### config.mk
export PLATFORM = sky130hd
export DESIGN_NAME = rb_uart_regs_flat
export DESIGN_NICKNAME = d
export VERILOG_FILES = /design/src/rtl/rb_uart_regs_pkg.sv /design/src/rtl/rb_uart_regs_if.sv /design/src/rtl/rb_uart_regs_int_ctrl.sv /design/src/rtl/rb_uart_regs.sv /design/src/flat_wrapper.sv
export SDC_FILE = /design/constraint.sdc
export NUM_CORES = 1
export LEC_CHECK = 0
export CAP_MARGIN = 15
export CORE_ASPECT_RATIO = 0.5
export CORE_UTILIZATION = 55
export CTS_BUF_LIST = sky130_fd_sc_hd__clkbuf_8
export CTS_CLUSTER_DIAMETER = 120
export DETAILED_ROUTE_END_ITERATION = 10
export DONT_BUFFER_PORTS = 1
export HOLD_SLACK_MARGIN = 0.03
export PLACE_DENSITY = 0.73
export SLEW_MARGIN = 20
export SYNTH_ARGS = -nofsm -noshare
export SYNTH_HDL_FRONTEND = slang
export SYNTH_SLANG_ARGS = --single-unit
### constraint.sdc
create_clock -name apb_pclk -period 1.5 [get_ports apb_pclk]
set_input_delay 0.15 -clock apb_pclk [delete_from_list [all_inputs] [get_ports apb_pclk]]
set_output_delay 0.15 -clock apb_pclk [all_outputs]
set_load 0.01 [all_outputs]
### src/rtl/rb_uart_regs_pkg.sv
// rtl/rb_uart_regs_pkg.sv - shared constants and types for the UART register file
package rb_uart_pkg;

    localparam int ADDR_W = 12;
    localparam int DATA_W = 32;
    localparam int INT_W  = 5;

    // Word indices (byte address [11:2]); byte address [1:0] must be zero
    localparam logic [9:0] IDX_CTRL     = 10'd0;
    localparam logic [9:0] IDX_BAUD     = 10'd1;
    localparam logic [9:0] IDX_TXDATA   = 10'd2;
    localparam logic [9:0] IDX_RXDATA   = 10'd3;
    localparam logic [9:0] IDX_STATUS   = 10'd4;
    localparam logic [9:0] IDX_INT_EN   = 10'd5;
    localparam logic [9:0] IDX_INT_STAT = 10'd6;

    // CTRL bit positions
    localparam int CTRL_TX_EN    = 0;
    localparam int CTRL_RX_EN    = 1;
    localparam int CTRL_DBITS_LO = 2;
    localparam int CTRL_DBITS_HI = 3;
    localparam int CTRL_STOP2    = 4;
    localparam int CTRL_PAR_EN   = 5;
    localparam int CTRL_PAR_ODD  = 6;

    // Bit 7 of CTRL has no function and always reads back as zero
    localparam logic [7:0] CTRL_MASK = 8'h7F;

    // INT_EN / INT_STAT bit positions
    localparam int INT_RX_AVAIL = 0;
    localparam int INT_TX_EMPTY = 1;
    localparam int INT_RX_OVR   = 2;
    localparam int INT_TX_OVF   = 3;
    localparam int INT_PAR_ERR  = 4;

    typedef enum logic [1:0] {
        ST_IDLE = 2'd0,
        ST_RACK = 2'd1,
        ST_WACK = 2'd2
    } state_t;

endpackage

### src/rtl/rb_uart_regs_if.sv
// rtl/rb_uart_regs_if.sv - generic register bus between a host and the UART register file
interface rb_uart_regs_if;
    import rb_uart_pkg::*;

    logic                rd_en;
    logic                wr_en;
    logic [ADDR_W-1:0]   raddr;
    logic [ADDR_W-1:0]   waddr;
    logic [DATA_W-1:0]   wdata;
    logic [DATA_W-1:0]   rdata;
    logic                rack;
    logic                wack;
    logic                raddrerr;
    logic                waddrerr;

    modport master (
        output rd_en, wr_en, raddr, waddr, wdata,
        input  rdata, rack, wack, raddrerr, waddrerr
    );

    modport slave (
        input  rd_en, wr_en, raddr, waddr, wdata,
        output rdata, rack, wack, raddrerr, waddrerr
    );

endinterface

### src/rtl/rb_uart_regs_int_ctrl.sv
// rtl/rb_uart_regs_int_ctrl.sv - interrupt status, enable and irq generation
module rb_uart_int_ctrl
    import rb_uart_pkg::*;
(
    input  logic             clk,
    input  logic             resetn,
    input  logic             rx_empty,
    input  logic             tx_empty,
    input  logic             rx_ovr,
    input  logic             par_err,
    input  logic             tx_ovf_set,
    input  logic             int_en_we,
    input  logic             w1c_we,
    input  logic [INT_W-1:0] wdata,
    output logic [INT_W-1:0] int_en,
    output logic [INT_W-1:0] int_stat,
    output logic             irq
);

    logic             rx_empty_q;
    logic             tx_empty_q;
    logic [INT_W-1:0] set_vec;
    logic [INT_W-1:0] clr_vec;

    // Collect this cycle's set events and W1C mask
    always_comb begin
        set_vec                = '0;
        set_vec[INT_RX_AVAIL]  = rx_empty_q & ~rx_empty;
        set_vec[INT_TX_EMPTY]  = ~tx_empty_q & tx_empty;
        set_vec[INT_RX_OVR]    = rx_ovr;
        set_vec[INT_TX_OVF]    = tx_ovf_set;
        set_vec[INT_PAR_ERR]   = par_err;
        clr_vec                = w1c_we ? wdata : '0;
    end

    // Status/enable registers; a set arriving with a clear of the same bit wins
    always_ff @(posedge clk) begin
        if (!resetn) begin
            rx_empty_q <= 1'b1;
            tx_empty_q <= 1'b1;
            int_en     <= '0;
            int_stat   <= '0;
            irq        <= 1'b0;
        end else begin
            rx_empty_q <= rx_empty;
            tx_empty_q <= tx_empty;
            if (int_en_we) begin
                int_en <= wdata;
            end
            int_stat   <= (int_stat & ~clr_vec) | set_vec;
            irq        <= |(int_stat & int_en);
        end
    end

endmodule

### src/rtl/rb_uart_regs.sv
// rtl/rb_uart_regs.sv - UART register file: decode, CTRL/BAUD, TX/RX strobes, read mux
module rb_uart_regs
    import rb_uart_pkg::*;
#(
    parameter logic [15:0] BAUD_RST = 16'd54,
    parameter logic [7:0]  CTRL_RST = 8'h0C
) (
    input  logic        apb_pclk,
    input  logic        apb_presetn,
    rb_uart_regs_if.slave bus,
    output logic [7:0]  ctrl,
    output logic [15:0] baud_div,
    output logic        tx_push,
    output logic [7:0]  tx_wdata,
    input  logic        tx_full,
    input  logic        tx_empty,
    input  logic        rx_empty,
    input  logic        rx_full,
    input  logic        tx_busy,
    output logic        rx_pop,
    input  logic [7:0]  rx_data,
    input  logic        rx_ovr,
    input  logic        par_err,
    output logic        irq
);

    state_t             state;
    logic [DATA_W-1:0]  rdata_q;
    logic               rack_q;
    logic               wack_q;
    logic               raddrerr_q;
    logic               waddrerr_q;

    logic               wr_go;
    logic               w_err, w_ctrl, w_baud, w_tx, w_int_en, w_w1c;
    logic               r_err, r_pop;
    logic [DATA_W-1:0]  r_data;
    logic [INT_W-1:0]   int_en;
    logic [INT_W-1:0]   int_stat;
    logic               tx_ovf_set;
    logic               unused_wdata;

    assign bus.rdata    = rdata_q;
    assign bus.rack     = rack_q;
    assign bus.wack     = wack_q;
    assign bus.raddrerr = raddrerr_q;
    assign bus.waddrerr = waddrerr_q;

    assign unused_wdata = ^bus.wdata[DATA_W-1:16];

    // A write is accepted only from IDLE; it takes priority over a read
    assign wr_go      = (state == ST_IDLE) && bus.wr_en;
    assign tx_ovf_set = wr_go && w_tx && tx_full;

    // Write address decode
    always_comb begin
        w_err    = 1'b0;
        w_ctrl   = 1'b0;
        w_baud   = 1'b0;
        w_tx     = 1'b0;
        w_int_en = 1'b0;
        w_w1c    = 1'b0;
        if (bus.waddr[1:0] != 2'b00) begin
            w_err = 1'b1;
        end else begin
            case (bus.waddr[ADDR_W-1:2])
                IDX_CTRL:     w_ctrl   = 1'b1;
                IDX_BAUD:     w_baud   = 1'b1;
                IDX_TXDATA:   w_tx     = 1'b1;
                IDX_INT_EN:   w_int_en = 1'b1;
                IDX_INT_STAT: w_w1c    = 1'b1;
                default:      w_err    = 1'b1;
            endcase
        end
    end

    // Read address decode and data mux; RXDATA pops only when a byte is present
    always_comb begin
        r_err  = 1'b0;
        r_pop  = 1'b0;
        r_data = '0;
        if (bus.raddr[1:0] != 2'b00) begin
            r_err = 1'b1;
        end else begin
            case (bus.raddr[ADDR_W-1:2])
                IDX_CTRL:     r_data = {24'd0, ctrl};
                IDX_BAUD:     r_data = {16'd0, baud_div};
                IDX_RXDATA: begin
                    if (!rx_empty) begin
                        r_data = {24'd0, rx_data};
                        r_pop  = 1'b1;
                    end
                end
                IDX_STATUS:   r_data = {27'd0, tx_busy, rx_full, rx_empty, tx_full, tx_empty};
                IDX_INT_EN:   r_data = {27'd0, int_en};
                IDX_INT_STAT: r_data = {27'd0, int_stat};
                default:      r_err  = 1'b1;
            endcase
        end
    end

    // Transfer FSM; every side effect and registered response is taken on the IDLE->xACK edge
    always_ff @(posedge apb_pclk) begin
        if (!apb_presetn) begin
            state      <= ST_IDLE;
            rdata_q    <= '0;
            rack_q     <= 1'b0;
            wack_q     <= 1'b0;
            raddrerr_q <= 1'b0;
            waddrerr_q <= 1'b0;
            tx_push    <= 1'b0;
            tx_wdata   <= 8'd0;
            rx_pop     <= 1'b0;
            ctrl       <= CTRL_RST;
            baud_div   <= BAUD_RST;
        end else begin
            rdata_q    <= '0;
            rack_q     <= 1'b0;
            wack_q     <= 1'b0;
            raddrerr_q <= 1'b0;
            waddrerr_q <= 1'b0;
            tx_push    <= 1'b0;
            rx_pop     <= 1'b0;
            case (state)
                ST_IDLE: begin
                    if (bus.wr_en) begin
                        state      <= ST_WACK;
                        wack_q     <= 1'b1;
                        waddrerr_q <= w_err;
                        if (w_ctrl) begin
                            ctrl <= bus.wdata[7:0] & CTRL_MASK;
                        end
                        if (w_baud) begin
                            baud_div <= bus.wdata[15:0];
                        end
                        if (w_tx && !tx_full) begin
                            tx_push  <= 1'b1;
                            tx_wdata <= bus.wdata[7:0];
                        end
                    end else if (bus.rd_en) begin
                        state      <= ST_RACK;
                        rack_q     <= 1'b1;
                        raddrerr_q <= r_err;
                        rdata_q    <= r_data;
                        rx_pop     <= r_pop;
                    end
                end
                default: begin
                    state <= ST_IDLE;
                end
            endcase
        end
    end

    rb_uart_int_ctrl u_int_ctrl (
        .clk        (apb_pclk),
        .resetn     (apb_presetn),
        .rx_empty   (rx_empty),
        .tx_empty   (tx_empty),
        .rx_ovr     (rx_ovr),
        .par_err    (par_err),
        .tx_ovf_set (tx_ovf_set),
        .int_en_we  (wr_go && w_int_en),
        .w1c_we     (wr_go && w_w1c),
        .wdata      (bus.wdata[INT_W-1:0]),
        .int_en     (int_en),
        .int_stat   (int_stat),
        .irq        (irq)
    );

endmodule

### src/flat_wrapper.sv
// flat-port wrapper written by rule: the top's interface ports become plain ports
module rb_uart_regs_flat import rb_uart_pkg::*;
#(
    parameter logic [15:0] BAUD_RST = 16'd54,
    parameter logic [7:0]  CTRL_RST = 8'h0C
)
  (apb_pclk, apb_presetn, ctrl, baud_div, tx_push, tx_wdata, tx_full, tx_empty, rx_empty, rx_full, tx_busy, rx_pop, rx_data, rx_ovr, par_err, irq, bus_rd_en, bus_wr_en, bus_raddr, bus_waddr, bus_wdata, bus_rdata, bus_rack, bus_wack, bus_raddrerr, bus_waddrerr);
  rb_uart_regs_if bus_i ();
  input  logic apb_pclk;
  input  logic apb_presetn;
  output logic [7:0] ctrl;
  output logic [15:0] baud_div;
  output logic tx_push;
  output logic [7:0] tx_wdata;
  input  logic tx_full;
  input  logic tx_empty;
  input  logic rx_empty;
  input  logic rx_full;
  input  logic tx_busy;
  output logic rx_pop;
  input  logic [7:0] rx_data;
  input  logic rx_ovr;
  input  logic par_err;
  output logic irq;
  input wire logic [$bits(bus_i.rd_en)-1:0] bus_rd_en;
  input wire logic [$bits(bus_i.wr_en)-1:0] bus_wr_en;
  input wire logic [$bits(bus_i.raddr)-1:0] bus_raddr;
  input wire logic [$bits(bus_i.waddr)-1:0] bus_waddr;
  input wire logic [$bits(bus_i.wdata)-1:0] bus_wdata;
  output wire logic [$bits(bus_i.rdata)-1:0] bus_rdata;
  output wire logic [$bits(bus_i.rack)-1:0] bus_rack;
  output wire logic [$bits(bus_i.wack)-1:0] bus_wack;
  output wire logic [$bits(bus_i.raddrerr)-1:0] bus_raddrerr;
  output wire logic [$bits(bus_i.waddrerr)-1:0] bus_waddrerr;
  assign bus_i.rd_en = bus_rd_en;
  assign bus_i.wr_en = bus_wr_en;
  assign bus_i.raddr = bus_raddr;
  assign bus_i.waddr = bus_waddr;
  assign bus_i.wdata = bus_wdata;
  assign bus_rdata = bus_i.rdata;
  assign bus_rack = bus_i.rack;
  assign bus_wack = bus_i.wack;
  assign bus_raddrerr = bus_i.raddrerr;
  assign bus_waddrerr = bus_i.waddrerr;
  rb_uart_regs #(.BAUD_RST(BAUD_RST), .CTRL_RST(CTRL_RST)) u_core (.apb_pclk(apb_pclk), .apb_presetn(apb_presetn), .bus(bus_i), .ctrl(ctrl), .baud_div(baud_div), .tx_push(tx_push), .tx_wdata(tx_wdata), .tx_full(tx_full), .tx_empty(tx_empty), .rx_empty(rx_empty), .rx_full(rx_full), .tx_busy(tx_busy), .rx_pop(rx_pop), .rx_data(rx_data), .rx_ovr(rx_ovr), .par_err(par_err), .irq(irq));
endmodule
# After elaboration in Yosys (flattened, before gate mapping)
# Index checks and enable logic that the tools add are counted.
op_classes:
  mux: 23
  n_reduce_logical: 25
  magnitude_cmp: 0
  n_bitwise: 12
  n_shift: 0
  div: 0
  n_addsub: 0
  mul: 0
  n_eq_ne: 9
op_table:
  columns: ["operator", "n"]
  rows:
  - ["$pmux W32 S6", 1]
  - ["$eq A10 B3 Y1 const B", 5]
  - ["$eq A10 B1 Y1 const B", 2]
  - ["$eq A10 B2 Y1 const B", 2]
  - ["$logic_not A10 Y1", 2]
  - ["$mux W1", 18]
  - ["$reduce_or A5 Y1", 3]
  - ["$reduce_and A3 Y1", 4]
  - ["$reduce_or A6 Y1", 2]
  - ["$and A5 B5 Y5", 2]
  - ["$mux W8", 1]
  - ["$logic_and A1 B1 Y1", 6]
  - ["$not A1 Y1", 6]
  - ["$reduce_bool A2 Y1", 3]
  - ["$mux W5", 1]
  - ["$not A5 Y5", 1]
  - ["$or A5 B5 Y5", 1]
  - ["$mux W2", 2]
  - ["$reduce_or A4 Y1", 1]
  - ["$reduce_or A3 Y1", 1]
  - ["$and A1 B1 Y1", 2]
  - ["$logic_not A2 Y1", 1]
  - ["$reduce_and A2 Y1", 1]
  - ["$logic_not A1 Y1", 1]
word_totals:
  latchBits: 0
  n_memories: 0
  mem_bits_rw: 0
  regBits: 84
  rom_bits: 0
  input_bits: 75

# Depth between registers and ports, before layout
logic_depth:
  ltp_word: 8
  depth_mapped: 6
  mapped_depth_nobuf: 4

# Hierarchy
# A second synthesis with hierarchy kept.
unflattened:
  cells_unflattened: 309
  area_unflattened_um2: 2891.5
modules_own_cells:
  columns: ["mod", "area_per_inst_um2", "cells_per_inst", "seq_area_each_um2", "instances"]
  rows:
  - ["rb_uart_regs", 2412.3, 267, 1101.1, 1]
  - ["rb_uart_int_ctrl", 479.2, 42, 260.2, 1]

# Worst setup path after synthesis
# OpenSTA, ideal clock, no wires.
synth_path:
  kind: "reg2reg"
  startpoint: "register u_core.state[0]"
  endpoint: "register u_core.ctrl[2]"
  n_path_buf: 1
  setup_slack_ns: -0.156
  period_less_slack_ns: 1.656
  arrival_time_ns: 1.535
  required_time_ns: 1.379
  setup_time_ns: 0.121
  path_stages_with_launch: 6
  cell_sequence: "dfxtp_1 nor3b_4 nand4b_4 or4b_1 buf_6 mux2i_1"
synth_between:
  elab_chain_cells: 2
synth_rtl:
  columns: ["element", "line", "source"]
  rows:
  - ["start: declaration", "rb_uart_regs.sv:27", "state_t state;"]
  - ["start signal: assignment", "rb_uart_regs.sv:105", "state <= ST_IDLE;"]
  - ["start signal: assignment", "rb_uart_regs.sv:127", "state <= ST_WACK;"]
  - ["start signal: assignment", "rb_uart_regs.sv:141", "state <= ST_RACK;"]
  - ["$logic_not A2 Y1", "rb_uart_regs.sv:124", "case (state)"]
  - ["$reduce_and A3 Y1 (no line)", null, null]
  - ["end signal: assignment", "rb_uart_regs.sv:131", "ctrl <= bus.wdata[7:0] & CTRL_MASK;"]
  - ["end: declaration", "rb_uart_regs.sv:11", "output logic [7:0] ctrl,"]
# Every way passes these cells.
# A chain may end at the register's enable or synchronous reset.

# Final worst setup path
layout_path:
  startpoint: "register u_core.state[0]"
  endpoint: "register u_core.ctrl[4]"
# Same word-level chain as after synthesis.

==> metrics.cfg <==
[detailed_routing]
drt-initial-drc-count = 202
met3RoutedLength_um = 867
remaining_drc_errors = 0
routed-wl-met2_mm = 3.66
wl_per_cell_um = 18.3
dr_total_vias = 2418
via_per_inst = 5.68
postRouteAntennaNets = 0
route.top_layer_used = met4
wirelength_mm = 7.78
wl_met1_mm = 3.17
drt_first_pass_iters = 4

[outcome]
failed_checks = setup timing
status = complete, but fails checks

[die]
die_height_um = 53.8
floorplan.core_area_mm2 = 0.00504
site_rows = 18
fp.dieArea_mm2 = 0.00569
num_io_pins = 146
die_x_um = 106
floorplan.initialDensity = 0.586

[worst_hold_path]
hold_path.class = in -> reg

[synth]
yosysUniqueCellTypes = 51
post_synth_fa_ha_maj_area_fraction = 0
synthCells = 307
synth-xor-area-share = 0
yosys_register_bits = 68
yosys.cell_count.top_type = sky130_fd_sc_hd__dfxtp_1
ys.flop_type = sky130_fd_sc_hd__dfxtp_1
synthesis.yosys.warnings = 0
number_of_synthesized_flops_with_an_enable_pin = 0
synthDominantCellAreaShare = 0.461
syn-cell-area_mm2 = 0.00296
yosys-top-cells-count = 68 x sky130_fd_sc_hd__dfxtp_1, 53 x sky130_fd_sc_hd__nand2_1, 37 x sky130_fd_sc_hd__mux2i_1
async_flop_share = 0
ys_seq_area_frac = 0.461
synth-compound-area-share = 0.0906
post-synth-top-area-cell = sky130_fd_sc_hd__dfxtp_1
synth_simple_gate_area_share = 0.229
mux_share_of_post_synthesis_cell_area = 0.144
synth_area_leaders = sky130_fd_sc_hd__dfxtp_1 46%, sky130_fd_sc_hd__mux2i_1 13%, sky130_fd_sc_hd__nand2_1 6.7%
synth_area_per_cell_um2 = 9.63
combinational_family_with_the_most_area_after_synthesis = simple AND/OR/NAND/NOR gates

[layout]
multi_input_comb_area_mm2 = 0.00150
final_util = 0.727
syn_to_final_growth_pct = 24.2
nNetsFinal = 426
antenna-diode-count = 0
ff_latch_area_mm2 = 0.00137
fill_cells = 387
layout.cell_area.non_filler_mm2 = 0.00367
post_route_cells_drive_above_1_share = 0.166

[timing]
timing.fmax_mhz = 609
timing.clock.skew_ns = 0.00984
maxSlewViolCount = 0
min_period_over_period = 1.10
grt_setup_unrepaired = true
layout_setup_ws_ns = -0.143
timing.final.hold_violations = 0
finalSetupViolations = 36
timing.hold.ws_ns = 0.0412
timing.final.crit_period_ns = 1.64

[worst_setup_path]
regToRegSetupSlack_ns = -0.14
crit_path_required_time_ns = 1.72
setup.worst_path.end_class = flip-flop
criticalPathCategory = reg -> reg
worst-endpoint-arrival_ns = 1.86
crit_fanout = 7
cp-start-kind = flip-flop

[cts]
cts-root-buf = sky130_fd_sc_hd__clkbuf_8
cts_htree_levels = 3
clk_latency_ns = 0.34
cts_inserted_buffers = 9
clkSinkCount = 68
worst_setup_hold_path_clk_slew_ns = 0.08
clockBufferDepth = 2
cts_tree = yes

[pwr]
worst_ir_drop_vdd_uv = 565
cell_area_power_density_mw_per_mm2 = 981
power.static_leakage_nw = 1.49

[place]
dp_worst_setup_slack_ns = -0.322
port_buffers = 0
gp_congestion = 0.853
dp_hpwl_mm = 5.09
placement.cell_area_mm2 = 0.00303

[global_route]
antenna_found_initial = 0
via_count_of_the_first_global_routing_pass = 2288
total_congestion_overflow = 0
grt_max_degree = 53
aggregate_global_route_resource_usage = 0.284
grt_pass1_wl_mm = 11.9

[flow_run]
max_cap_viol_count = 0

registers in the layout, summed over array words and instances, names as in the netlist:
signal / cells
u_core.bus.waddrerr: 1
u_core.u_int_ctrl.tx_empty_q: 1
u_core.bus.rack: 1
u_core.u_int_ctrl.rx_empty_q: 1
u_core.bus.wack: 1
u_core.u_int_ctrl.int_stat: 5
u_core.tx_push: 1
u_core.tx_wdata: 8
u_core.bus.raddrerr: 1
u_core.bus.rdata: 16
u_core.rx_pop: 1
u_core.u_int_ctrl.irq: 1
u_core.baud_div: 16
u_core.ctrl: 7
u_core.u_int_ctrl.int_en: 5
u_core.state: 2
area by class of cell:
type                    instances  area share
clock inverters                 7      0.0201
multi-input cells             217       0.408
repair buffers                 49       0.135
flip-flops and latches         68       0.372
well taps                      70      0.0239
inverters                       6     0.00614
clock buffers                   9      0.0338
report_power, final:
part           internal, mW  switching, mW  leakage [nW]
registers              1.82         0.0185         0.552
clock network         0.776          0.728         0.100
logic                 0.125          0.130         0.837
repair_timing:
item	4_1_cts	5_1_grt
hold buffers	28	0
setup buffers	4	2
hold endpoints to repair	53	0
setup endpoints to repair	33	53
pin swaps	4	5
gates cloned	2	0
resized for setup	16	7
cells in the final DEF (no fill, tap or decap), drive strengths merged, types with 5 or more instances in the layout:
cell type	n
a21oi	5
and2	13
buf	21
clkbuf	10
conb	17
dfxtp	68
dlygate4sd3	27
inv	7
mux2i	37
nand2	53
nor2	13
nor2b	5
nor3	6
nor4b	6
o21ai	8
metrics by stage:
| stage | std cells | setup TNS, ns | total power, mW |
|---|---|---|---|
| after floorplan | 323 | -0.988 | 2.06 |
| after global placement | 376 | -1.19 | 2.03 |
| after detailed placement | 376 | -2.44 | 2.03 |
| after CTS | 426 | -2.77 | 3.60 |
| after global routing | 426 | -6.52 | 3.74 |
| final | 426 | -2.83 | 3.60 |
routing by layer:
metal	track usage	vias up
li1	-	1134
met1	0.340	1134
met2	0.491	142
met3	0.102	8
met4	0.0926	0
met5	0	-
kinds of logic (layout without fill, tap and decap cells):
group / after synthesis / in the layout
AOI/OAI and AO/OA: 38 / 38
buffers and inverters: 38 / 71
DFF: 68 / 68
muxes: 41 / 41
other: 1 / 17
and+or+nand+nor: 121 / 121
final timing paths:
kind                                                               start                                  endpoint  cells past startpoint
worst max-delay path                        u_core.state[0]$_SDFFE_PP0P_               u_core.ctrl[4]$_SDFFE_PN0P_                      4
worst min-delay path                                        bus_wdata[0]           u_core.tx_wdata[0]$_SDFFE_PN0P_                      2
worst max register to register              u_core.state[0]$_SDFFE_PP0P_               u_core.ctrl[4]$_SDFFE_PN0P_                      4
worst min register to register  u_core.u_int_ctrl.int_en[3]$_SDFFE_PN0P_  u_core.u_int_ctrl.int_en[3]$_SDFFE_PN0P_                      2
critical path: stages (launching register included):
cell and delay (ns):
sky130_fd_sc_hd__dfxtp_4 0.37, sky130_fd_sc_hd__nor3b_4 0.26, sky130_fd_sc_hd__nand4b_4 0.13, sky130_fd_sc_hd__or4b_4 0.61
sky130_fd_sc_hd__mux2i_1 0.16
No activity file was read; power rests on OpenSTA's default activity.
